### src/rtl/osiris_apb_pkg.sv
// Shared types and helpers for the multi-requester APB master.
package osiris_apb_pkg;

    typedef enum logic [1:0] {
        ST_IDLE   = 2'd0,
        ST_SETUP  = 2'd1,
        ST_ACCESS = 2'd2,
        ST_RESP   = 2'd3
    } apb_mst_state_e;

    localparam int APB_TIMEOUT_DEFAULT = 16;

    // Index reached by stepping 'off' positions from 'base' on a ring of 'n' requesters.
    function automatic int unsigned rr_wrap(input int unsigned base,
                                            input int unsigned off,
                                            input int unsigned n);
        return (base + off) % n;
    endfunction

endpackage

### src/rtl/apb_rr_arbiter.sv
// Combinational round-robin pick: first valid requester at or after the pointer.
module apb_rr_arbiter
    import osiris_apb_pkg::*;
#(
    parameter int NUM_REQ = 2,
    parameter int IDX_W   = (NUM_REQ > 1) ? $clog2(NUM_REQ) : 1
) (
    input  logic [NUM_REQ-1:0] i_valid,
    input  logic [IDX_W-1:0]   i_ptr,
    output logic [NUM_REQ-1:0] o_grant,
    output logic [IDX_W-1:0]   o_grant_idx,
    output logic               o_any
);

    logic [IDX_W-1:0] w_cand [NUM_REQ];

    for (genvar gi = 0; gi < NUM_REQ; gi++) begin : g_cand
        assign w_cand[gi] = IDX_W'(rr_wrap(32'(i_ptr), gi, NUM_REQ));
    end

    // Scan from the farthest candidate back so the closest valid one wins.
    always_comb begin
        o_grant     = '0;
        o_grant_idx = '0;
        o_any       = 1'b0;
        for (int k = NUM_REQ - 1; k >= 0; k--) begin
            if (i_valid[w_cand[k]]) begin
                o_grant_idx = w_cand[k];
                o_any       = 1'b1;
            end
        end
        o_grant[o_grant_idx] = o_any;
    end

endmodule

### src/rtl/apb_master_arbiter.sv
// Round-robin multi-requester APB master with per-transfer ACCESS timeout.
module apb_master_arbiter
    import osiris_apb_pkg::*;
#(
    parameter int NUM_REQ        = 2,
    parameter int ADDR_WIDTH     = 32,
    parameter int DATA_WIDTH     = 32,
    parameter int TIMEOUT_CYCLES = APB_TIMEOUT_DEFAULT
) (
    input  logic                          pclk,
    input  logic                          i_preset_n,
    input  logic [NUM_REQ-1:0]            i_req_valid,
    input  logic [NUM_REQ-1:0]            i_req_write,
    input  logic [NUM_REQ*ADDR_WIDTH-1:0] i_req_addr,
    input  logic [NUM_REQ*DATA_WIDTH-1:0] i_req_wdata,
    output logic [NUM_REQ-1:0]            o_req_ready,
    output logic [NUM_REQ-1:0]            o_rsp_valid,
    output logic [DATA_WIDTH-1:0]         o_rsp_rdata,
    output logic                          o_rsp_err,
    output logic                          o_psel,
    output logic                          o_penable,
    output logic                          o_pwrite,
    output logic [ADDR_WIDTH-1:0]         o_paddr,
    output logic [DATA_WIDTH-1:0]         o_pwdata,
    input  logic [DATA_WIDTH-1:0]         i_prdata,
    input  logic                          i_pready,
    input  logic                          i_pslverr
);

    localparam int IDX_W      = (NUM_REQ > 1) ? $clog2(NUM_REQ) : 1;
    localparam int CNT_W      = (TIMEOUT_CYCLES > 0) ? $clog2(TIMEOUT_CYCLES + 1) : 1;
    localparam bit TIMEOUT_EN = (TIMEOUT_CYCLES != 0);
    localparam logic [CNT_W-1:0] CNT_LAST = CNT_W'((TIMEOUT_CYCLES > 0) ? TIMEOUT_CYCLES - 1 : 0);

    apb_mst_state_e         r_state, w_state_next;
    logic [IDX_W-1:0]       r_ptr, r_gnt_idx;
    logic [ADDR_WIDTH-1:0]  r_addr;
    logic [DATA_WIDTH-1:0]  r_wdata;
    logic                   r_write;
    logic [CNT_W-1:0]       r_cnt;
    logic [DATA_WIDTH-1:0]  r_rdata;
    logic                   r_err;

    logic [NUM_REQ-1:0]     w_gnt_onehot;
    logic [IDX_W-1:0]       w_gnt_idx;
    logic                   w_gnt_any;
    logic                   w_accept, w_capture, w_timeout, w_cnt_inc, w_bus_active;

    logic [ADDR_WIDTH-1:0]  w_addr_arr  [NUM_REQ];
    logic [DATA_WIDTH-1:0]  w_wdata_arr [NUM_REQ];

    for (genvar gi = 0; gi < NUM_REQ; gi++) begin : g_unpack
        assign w_addr_arr[gi]  = i_req_addr[gi*ADDR_WIDTH +: ADDR_WIDTH];
        assign w_wdata_arr[gi] = i_req_wdata[gi*DATA_WIDTH +: DATA_WIDTH];
        assign o_rsp_valid[gi] = (r_state == ST_RESP) && (r_gnt_idx == IDX_W'(gi));
    end

    apb_rr_arbiter #(
        .NUM_REQ (NUM_REQ),
        .IDX_W   (IDX_W)
    ) u_arb (
        .i_valid     (i_req_valid),
        .i_ptr       (r_ptr),
        .o_grant     (w_gnt_onehot),
        .o_grant_idx (w_gnt_idx),
        .o_any       (w_gnt_any)
    );

    always_ff @(posedge pclk or negedge i_preset_n) begin
        if (!i_preset_n) r_state <= ST_IDLE;
        else             r_state <= w_state_next;
    end

    // Accept is masked while reset is held so no requester sees a lost handshake.
    always_comb begin
        w_state_next = r_state;
        w_accept     = 1'b0;
        w_capture    = 1'b0;
        w_timeout    = 1'b0;
        w_cnt_inc    = 1'b0;
        case (r_state)
            ST_IDLE: begin
                if (w_gnt_any && i_preset_n) begin
                    w_accept     = 1'b1;
                    w_state_next = ST_SETUP;
                end
            end
            ST_SETUP:  w_state_next = ST_ACCESS;
            ST_ACCESS: begin
                if (i_pready) begin
                    w_capture    = 1'b1;
                    w_state_next = ST_RESP;
                end else if (TIMEOUT_EN && (r_cnt == CNT_LAST)) begin
                    w_timeout    = 1'b1;
                    w_state_next = ST_RESP;
                end else begin
                    w_cnt_inc    = 1'b1;
                end
            end
            ST_RESP:   w_state_next = ST_IDLE;
            default:   w_state_next = ST_IDLE;
        endcase
    end

    always_ff @(posedge pclk or negedge i_preset_n) begin
        if (!i_preset_n) begin
            r_ptr     <= '0;
            r_gnt_idx <= '0;
            r_addr    <= '0;
            r_wdata   <= '0;
            r_write   <= 1'b0;
            r_cnt     <= '0;
            r_rdata   <= '0;
            r_err     <= 1'b0;
        end else begin
            if (w_accept) begin
                r_gnt_idx <= w_gnt_idx;
                r_addr    <= w_addr_arr[w_gnt_idx];
                r_wdata   <= w_wdata_arr[w_gnt_idx];
                r_write   <= i_req_write[w_gnt_idx];
            end
            if (r_state == ST_SETUP)  r_cnt <= '0;
            else if (w_cnt_inc)       r_cnt <= r_cnt + 1'b1;
            if (w_capture) begin
                r_rdata <= i_prdata;
                r_err   <= i_pslverr;
            end else if (w_timeout) begin
                r_rdata <= '0;
                r_err   <= 1'b1;
            end
            if (r_state == ST_RESP)
                r_ptr <= IDX_W'(rr_wrap(32'(r_gnt_idx), 1, NUM_REQ));
        end
    end

    assign w_bus_active = (r_state == ST_SETUP) || (r_state == ST_ACCESS);
    assign o_psel       = w_bus_active;
    assign o_penable    = (r_state == ST_ACCESS);
    assign o_paddr      = w_bus_active ? r_addr  : '0;
    assign o_pwdata     = w_bus_active ? r_wdata : '0;
    assign o_pwrite     = w_bus_active && r_write;
    assign o_req_ready  = w_accept ? w_gnt_onehot : '0;
    assign o_rsp_rdata  = r_rdata;
    assign o_rsp_err    = r_err;

endmodule

### config.mk
export PLATFORM = sky130hd
export DESIGN_NAME = apb_master_arbiter
export DESIGN_NICKNAME = d
export VERILOG_FILES = /design/src/rtl/osiris_apb_pkg.sv /design/src/rtl/apb_rr_arbiter.sv /design/src/rtl/apb_master_arbiter.sv
export SDC_FILE = /design/constraint.sdc
export NUM_CORES = 1
export LEC_CHECK = 0
export CAP_MARGIN = 20
export CORE_MARGIN = 1.5
export CORE_UTILIZATION = 43
export DETAILED_ROUTE_END_ITERATION = 16
export PLACE_DENSITY_LB_ADDON = 0.1
export SYNTH_ARGS = -nofsm -noshare
export SYNTH_HDL_FRONTEND = slang
export SYNTH_SLANG_ARGS = --single-unit
### constraint.sdc
create_clock -name pclk -period 3.7 [get_ports pclk]
set_input_delay 0.555 -clock pclk [delete_from_list [all_inputs] [get_ports pclk]]
set_output_delay 0.555 -clock pclk [all_outputs]
set_load 0.02 [all_outputs]
==> impl_results.md <==
- Vias in the first global route: 4597
- CTS Buf Count: 9
- Fmax: 328 MHz
- Worst-path fanout max: 67
- Share of layout cells above drive strength 1: 0.0853
- IO Pins: 272
- Iteration-0 DRC Markers: 248
- Post-Route WL: 15.2 mm
- Initial antenna violation count: 0
- Max H-tree Level: 3
- Cell area after synthesis: 5040 sq um
- CTS tree: yes
- Core Region: 11400 sq um
- Commonest non-fill, non-tap cell in the layout: clkdlybuf4s50_1
- Cells after Synth: 419
- GPL Wtd Cong: 0.778
- Number of fill cells: 843
- Worst VDD drop: 0.636 mV
- First-pass GRT wire length: 24.3 mm
- Worst setup SP type: flip-flop
- Register area share after synthesis: 0.531
- Hold_buf cts: 0
- CTS Buffer Depth: 2
- Sw power: 3.12 mW
- Switch share: 0.395
- Ant diodes: 0
- Crit path DAT: 2.50 ns
- Setup TNS: 0 ns
- Total power per unit cell area: 970 nW/um^2
- Commonest non-fill, non-tap cells in the layout: clkdlybuf4s50_1, dfrtp_1, and2_1, nand2b_1, o221a_1
- Multi-input gate area: 2160 sq um
- ANT nets after route: 0
- DP Worst Slack: 1.03 ns
- Syn_area_per_cell: 12.0 sq um
- Starting Density: 0.441
- Wire per inst: 18.5 um
- Sink Count: 107
- Die Span X: 111 um
- Sequential power share: 0.253
- Total vias in the final route: 4334
- DR vias/cell: 5.27
- Grt total ovfl: 0
- Hold Vio Cnt, Final: 0
- CP Class: reg2out
- Final WS setup: 0.647 ns
- Ys Warns: 0
- Area grow syn2layout: 61.7%
- Max_cap viols: 0
- GRT Util Overall: 0.245
- Final net count: 850
- Synth area leaders: dfrtp_1, o221a_1, and2_1, nand2b_1, o221a_2
- DRC: 0
- Die height: 111 um
- Leak: 3.31 nW
- Status: completed
- Fin util: 0.714
- Pins Over Slew Limit: 0
- Buffer count from post-CTS setup fixing: 0
- Core Rows: 39
- Detail Placement HPWL: 10.7 mm
- Cts repair resizes: 0
- Pre-Repair DR Iteration Count: 6
- Die Area: 12400 sq um
- Worst slew pin tran: 0.756 ns
- Fin Clk Skew: 0.00936 ns
- Clk Latency, worst-skew pair: 0.35 ns
- Synth Net Count: 594
- CP Capture Type: output port
- Internal cell power: 4.79 mW
- Yosys cell types: 34
- Hold Path Class: in2async
- Unrepaired setup endpoints after global routing: no
- Finish-stage setup viols: 0
- Largest net degree at the start of global routing: 68
- Logic pwr share: 0.621
- Final Critical Period: 3.05 ns
- Clk root buf: clkbuf_16
- Worst-path clk slew: 0.09 ns
- Seq cells post-synth: 107
- Register area: 2680 sq um
- PortBufs: 271
- WP data required: 3.14 ns
- Clk pwr share: 0.125
- Yosys top cell by area: dfrtp_1
- Synth top area share: 0.531
- Slew margin rel.: 0.496
- Final period util: 0.825
[metrics by stage]
step	total power [mW]	instances	hold WS (ns)	area, sq um
CTS	7.97	823	0.400	8150
global route	8.35	823	0.435	8150
detailed placement	6.94	807	0.492	7830
finish	7.91	823	0.382	8150
floorplan	4.71	419	0.259	5040
global placement	6.85	807	0.489	7830
[sequential cells by signal (all words and copies together) (netlist names)]
register / count
r_cnt: 5
r_write: 1
o_rsp_err: 1
r_wdata: 32
r_gnt_idx: 1
r_state: 2
o_rsp_rdata: 32
r_ptr: 1
r_addr: 32
[worst paths after layout]
check                                from               to  slack, ns  cells past startpoint
max reg2reg                      r_cnt[0]        o_rsp_err       1.63                      6
max in group asynchronous      i_preset_n      r_wdata[16]       2.14                      3
min                            i_preset_n  o_rsp_rdata[12]       0.38                      2
max                            r_state[1]      o_pwdata[3]       0.65                      5
min in group pclk          o_rsp_rdata[0]   o_rsp_rdata[0]       0.51                      1
min reg2reg                o_rsp_rdata[0]   o_rsp_rdata[0]       0.51                      1
[layer usage]
layer,GRT usage,up-vias,part of all wire
met5,0,-,0
met2,0.408,189,0.49
met1,0.304,2097,0.41
li1,-,2028,-
met3,0.0749,20,0.078
met4,0.0785,0,0.021
[worst max-delay path: stages, from the launching register on]
cell and delay, ns:
dfrtp_1 0.42, inv_1 0.10, ha_1 0.28, buf_4 0.46
and2_1 0.26, clkdlybuf4s50_1 0.62
[layout make-up]
cell class / instances / share of cell area
clock buffers: 9 / 0.0276
inverters: 10 / 0.00460
clock inverters: 7 / 0.0115
multi-input cells: 267 / 0.265
repair buffers: 280 / 0.341
well taps: 143 / 0.0219
flip-flops and latches: 107 / 0.328
[kinds of logic (layout without fill, tap and decap cells)]
family | after synthesis | count (layout) | synth area share
flops | 107 | 107 | 0.531
simple gates | 148 | 148 | 0.181
fa+ha+maj | 7 | 7 | 0.0174
mux | 2 | 2 | 0.00422
compound gates | 108 | 108 | 0.218
buf+inv | 45 | 306 | 0.0449
xor+xnor | 2 | 2 | 0.00348
[power by group through the flow]
stage	logic, mW	clock network [mW]	registers [mW]
2_1_floorplan	2.57	0	2.14
3_3_place_gp	4.87	0	1.98
3_5_place_dp	4.93	0	2.01
4_1_cts	4.96	1.01	2.00
5_1_grt	5.22	1.07	2.07
6_report	4.92	0.991	2.00
[cell usage after synthesis, drive strengths merged]
| cell | number |
|---|---|
| nor2b | 1 |
| mux2i | 1 |
| a21o | 1 |
| o211ai | 1 |
| o2111ai | 1 |
| mux2 | 1 |
| a2bb2oi | 1 |
| inv | 10 |
| nand3 | 1 |
| nor4bb | 1 |
| a211oi | 1 |
| nand2b | 65 |
| ha | 7 |
| a21boi | 1 |
| buf | 20 |
| a22oi | 1 |
| nand4 | 1 |
| xnor2 | 2 |
| nor3b | 1 |
| and2 | 67 |
| clkbuf | 15 |
| a22o | 32 |
| nor2 | 7 |
| and3 | 2 |
| dfrtp | 107 |
| o221a | 65 |
| o21ai | 2 |
| a21oi | 2 |
| nand2 | 2 |
Note: power is estimated with default switching activity, not from simulation.
